<file path="src/rtl/tanh_grad_unit.sv">
// tanh backward pass: dx = g * (1 - y*y) in signed Q(INT_SIZE.FRC_SIZE), using one shared
// multiplier sequenced IDLE -> SQR -> MUL -> DONE with valid/ready on both sides.
module tanh_grad_unit #(
    parameter int unsigned INT_SIZE = 3,
    parameter int unsigned FRC_SIZE = 8
) (
    input  logic                         i_clk,
    input  logic                         i_rst_n,
    input  logic                         i_in_valid,
    output logic                         o_in_ready,
    input  logic [INT_SIZE+FRC_SIZE-1:0] i_y_in,
    input  logic [INT_SIZE+FRC_SIZE-1:0] i_g_in,
    output logic                         o_out_valid,
    input  logic                         i_out_ready,
    output logic [INT_SIZE+FRC_SIZE-1:0] o_dx_out,
    output logic                         o_sat_flag
);
    localparam int unsigned W = INT_SIZE + FRC_SIZE;
    localparam logic [W:0]   ONE    = (W+1)'(2 ** FRC_SIZE);
    localparam logic [W-1:0] DX_MAX = {1'b0, {(W-1){1'b1}}};
    localparam logic [W-1:0] DX_MIN = {1'b1, {(W-1){1'b0}}};

    typedef enum logic [1:0] {StIdle, StSqr, StMul, StDone} state_e;

    state_e             r_state;
    logic   [W-1:0]     r_y;
    logic   [W-1:0]     r_g;
    logic   [W-1:0]     r_d;
    logic   [W-1:0]     r_dx;
    logic               r_sat;
    logic               r_sat_flag;
    logic               r_out_valid;

    logic   [W-1:0]     w_op_a;
    logic   [W-1:0]     w_op_b;
    logic signed [2*W-1:0] w_prod;
    logic signed [2*W-1:0] w_shift;
    logic   [W-1:0]     w_sq;
    logic   [W:0]       w_d;
    logic               w_fits;
    logic   [W-1:0]     w_dx;

    // Single shared multiplier: y*y while squaring, g*d while scaling.
    assign w_op_a  = (r_state == StSqr) ? r_y : r_g;
    assign w_op_b  = (r_state == StSqr) ? r_y : r_d;
    assign w_prod  = $signed({{W{w_op_a[W-1]}}, w_op_a}) * $signed({{W{w_op_b[W-1]}}, w_op_b});
    assign w_shift = w_prod >>> FRC_SIZE;

    // d is one bit wider so ONE - sq cannot wrap; its MSB is the clamp condition.
    assign w_sq = w_shift[W-1:0];
    assign w_d  = ONE - {w_sq[W-1], w_sq};

    assign w_fits = (&w_shift[2*W-1:W-1]) | ~(|w_shift[2*W-1:W-1]);
    assign w_dx   = w_fits ? w_shift[W-1:0] : (w_shift[2*W-1] ? DX_MIN : DX_MAX);

    always_ff @(posedge i_clk or negedge i_rst_n) begin
        if (!i_rst_n) begin
            r_state     <= StIdle;
            r_y         <= '0;
            r_g         <= '0;
            r_d         <= '0;
            r_dx        <= '0;
            r_sat       <= 1'b0;
            r_sat_flag  <= 1'b0;
            r_out_valid <= 1'b0;
        end else begin
            unique case (r_state)
                StIdle: begin
                    if (i_in_valid) begin
                        r_y     <= i_y_in;
                        r_g     <= i_g_in;
                        r_state <= StSqr;
                    end
                end
                StSqr: begin
                    if (w_d[W]) begin
                        r_d   <= '0;
                        r_sat <= 1'b1;
                    end else begin
                        r_d   <= w_d[W-1:0];
                        r_sat <= 1'b0;
                    end
                    r_state <= StMul;
                end
                StMul: begin
                    r_dx        <= w_dx;
                    r_sat_flag  <= r_sat;
                    r_out_valid <= 1'b1;
                    r_state     <= StDone;
                end
                StDone: begin
                    if (i_out_ready) begin
                        r_out_valid <= 1'b0;
                        r_state     <= StIdle;
                    end
                end
                default: r_state <= StIdle;
            endcase
        end
    end

    assign o_in_ready  = (r_state == StIdle);
    assign o_out_valid = r_out_valid;
    assign o_dx_out    = r_dx;
    assign o_sat_flag  = r_sat_flag;

endmodule

</file>
<file path="config.mk">
export PLATFORM = sky130hd
export DESIGN_NAME = tanh_grad_unit
export DESIGN_NICKNAME = d
export VERILOG_FILES = /design/src/rtl/tanh_grad_unit.sv
export SDC_FILE = /design/constraint.sdc
export NUM_CORES = 1
export LEC_CHECK = 0
export ABC_AREA = 1
export BUFFER_PORTS_ARGS = -buffer_cell sky130_fd_sc_hd__buf_2
export CAP_MARGIN = 20
export CORE_ASPECT_RATIO = 0.6
export CORE_MARGIN = 4
export CORE_UTILIZATION = 55
export CTS_BUF_LIST = sky130_fd_sc_hd__clkbuf_16
export DETAILED_ROUTE_END_ITERATION = 8
export GPL_TIMING_DRIVEN = 0
export PLACE_DENSITY = 0.73
export SYNTH_ARGS = -nofsm -noshare
export SYNTH_HDL_FRONTEND = slang
export SYNTH_SLANG_ARGS = --single-unit
</file>
<file path="constraint.sdc">
create_clock -name i_clk -period 8.7 [get_ports i_clk]
set_clock_uncertainty 0.2 [all_clocks]
set_input_delay 1.74 -clock i_clk [delete_from_list [all_inputs] [get_ports i_clk]]
set_output_delay 1.74 -clock i_clk [all_outputs]
set_load 0.03 [all_outputs]
</file>
==> metrics.cfg <==
[drt]
drtIter0Drc=410
wirelength_um=18500
route.detailed.wl_per_inst_um=16.1
dr.pass1.iters=5
vias_per_cell=5.14
drc=0
final_antenna_net_count=0
vias=5904

[global_routing]
grt_usage=0.254
grt_pass1_vias=5854
grt_overflow_total=0
grt_pass1_wl_um=30700
antenna_found_initial=0
grt_max_degree=50

[timing]
slew_headroom=0.295
final.period_utilization=0.896
fin_tns_setup_ns=0
finalMaxSlewViolations=0
rsz0062_at_grt=false
setup_viol=0
period_minus_slack_ns=7.80
max_freq_mhz=128
hold_violations=0
tightest_slew_ns=1.05

[floorplanning]
coreArea_um2=13000
start_util=0.570
dieArea_um2=15500
die_w_um=158
pin_count=40
die_h_um=98.0
rows=32

[place]
gp_congestion=0.983
dpl.hpwl_um=16000
numPortBuffers=39

[synth]
synthArstFlopShare=1.00
synth.area.top_cells=fa_1 31%, dfrtp_1 17%, inv_1 11%, nand2_1 9.6%, ha_1 8.4%
synthCells=931
synth_top_area_frac=0.310
syn_nets=1122
synth_cell_type_count=40
syn_area_per_cell_um2=7.97
yosys_warnings=0
synth_flop_cell=dfrtp_1
ys_ff_latch=49
synth_edf_count=0
ys_seq_area_frac=0.165
synth_top_cell_by_area=fa_1
syn-cell-area_um2=7420

[cts]
post-cts-setup-buffer-count=0
cts-resized-gates=0
cts_root_buf=clkbuf_16
postCtsHoldBufs=0
cts_buffers=5
path_clk_slew_ns=0.06
htree_levels=2
clock-sinks=49
cts_buffer_depth=2
cts_tree=done
clock_latency_ns=0.29

[setup_path]
path_max_fanout=10
end_kind=flop
required_ns=8.73
slowest_stage=nor2_1
critPathLaunchType=flop
ff2ff_path_depth=27
path_class=reg2reg
reg2reg_setup_slack_ns=0.90
slowest_delay_ns=0.83
arrival_ns=7.83

[final_layout]
seq_area_um2=1230
area_growth_pct=7.56
drive_gt1_frac=0.124
filler_cell_count=1177
layout_common_cells=225 x inv_1, 189 x nand2_1, 116 x nor2_1, 115 x fa_1, 50 x ha_1
multiInputGateArea_um2=5250
layout_commonest_cell=inv_1
layout.nets=1169
diodes=0

[run]
max_cap_viol_count=0

[worst_hold_path]
hold_path.class=reg2reg
holdPathStages=2

[status]
outcome=complete, no violations

[worst max-delay path, delay by kind of cell, from the launching register on]
kind	cells	cell delay (ns)
compound gates	1	0.14
simple gates	10	2.08
buf+inv	6	0.75
flops	1	0.41
xor+xnor	2	0.54
fa+ha+maj	8	3.61
[kinds of logic (layout without fill, tap and decap cells)]
| family | count (synthesis) | count (layout) | synth area share |
|---|---|---|---|
| simple gates | 380 | 380 | 0.219 |
| buf+inv | 247 | 294 | 0.127 |
| fa+ha+maj | 165 | 165 | 0.395 |
| compound gates | 54 | 54 | 0.0439 |
| flops | 49 | 49 | 0.165 |
| mux | 23 | 23 | 0.0349 |
| xor+xnor | 13 | 13 | 0.0153 |
[area by class of cell]
| type | instances | share of cell area |
|---|---|---|
| Sequential cell | 49 | 0.154 |
| Inverter | 237 | 0.111 |
| Multi-Input combinational cell | 635 | 0.658 |
| Clock inverter | 2 | 0.000941 |
| Clock buffer | 5 | 0.0157 |
| Tap cell | 170 | 0.0267 |
| Buffer | 10 | 0.00690 |
| Timing Repair Buffer | 40 | 0.0270 |
[registers in the layout (all words and copies together) (netlist names)]
| name | cells |
|---|---|
| o_dx_out | 11 |
| r_g | 11 |
| o_sat_flag | 1 |
| r_sat | 1 |
| r_d | 11 |
| r_state | 2 |
| r_y | 11 |
| o_out_valid | 1 |
[per-stage QoR]
| stage | hold slack, ns | area, um^2 | worst slack, ns | util | cells |
|---|---|---|---|---|---|
| finish | 0.290 | 7980 | 0.901 | 0.613 | 1148 |
| floorplan | 0.244 | 7420 | 2.46 | - | 931 |
| detailed placement | 0.272 | 7830 | 1.10 | 0.601 | 1140 |
| global placement | 0.260 | 7830 | 1.20 | 0.601 | 1140 |
| CTS | 0.288 | 7960 | 1.03 | 0.612 | 1147 |
| global route | 0.326 | 7980 | 0.579 | 0.613 | 1148 |
[synthesized netlist by cell type, types with 2 or more instances]
| library cell | instances |
|---|---|
| buf_2 | 2 |
| nand4_1 | 4 |
| o21ai_0 | 12 |
| nor2_2 | 4 |
| nor3_1 | 2 |
| mux2_2 | 23 |
| xnor2_1 | 8 |
| inv_1 | 224 |
| xor2_1 | 5 |
| nor4_1 | 2 |
| nand3_1 | 34 |
| nand2_2 | 14 |
| o21ai_1 | 5 |
| fa_1 | 115 |
| o21ai_2 | 2 |
| nand3_2 | 4 |
| a21oi_1 | 21 |
| a21oi_2 | 11 |
| inv_2 | 8 |
| clkbuf_1 | 3 |
| buf_6 | 2 |
| nand3b_1 | 2 |
| dfrtp_1 | 49 |
| nor2_1 | 116 |
| ha_1 | 50 |
| nand2_1 | 189 |
| clkinv_1 | 5 |
| buf_1 | 3 |
[path summary, 6_finish.rpt]
| check | start | end |
|---|---|---|
| max | r_state[1] | r_d[8] |
| min | r_d[8] | r_d[8] |
| max reg2reg | r_state[1] | r_d[8] |
| min reg2reg | r_d[8] | r_d[8] |
| max in group asynchronous | i_rst_n | o_dx_out[10] |
| min in group asynchronous | i_rst_n | r_g[3] |
[metal layers]
metal	GRT usage	share of wire	wire (um)
met3	0.0819	0.11	2100
met2	0.315	0.37	6760
met1	0.435	0.51	9520
met5	0	0	0
met4	0.0249	0.0069	127
Power is left out: the tool's default activity adds up to more than one toggle a clock period on the data nets, which glitch-free logic cannot reach.
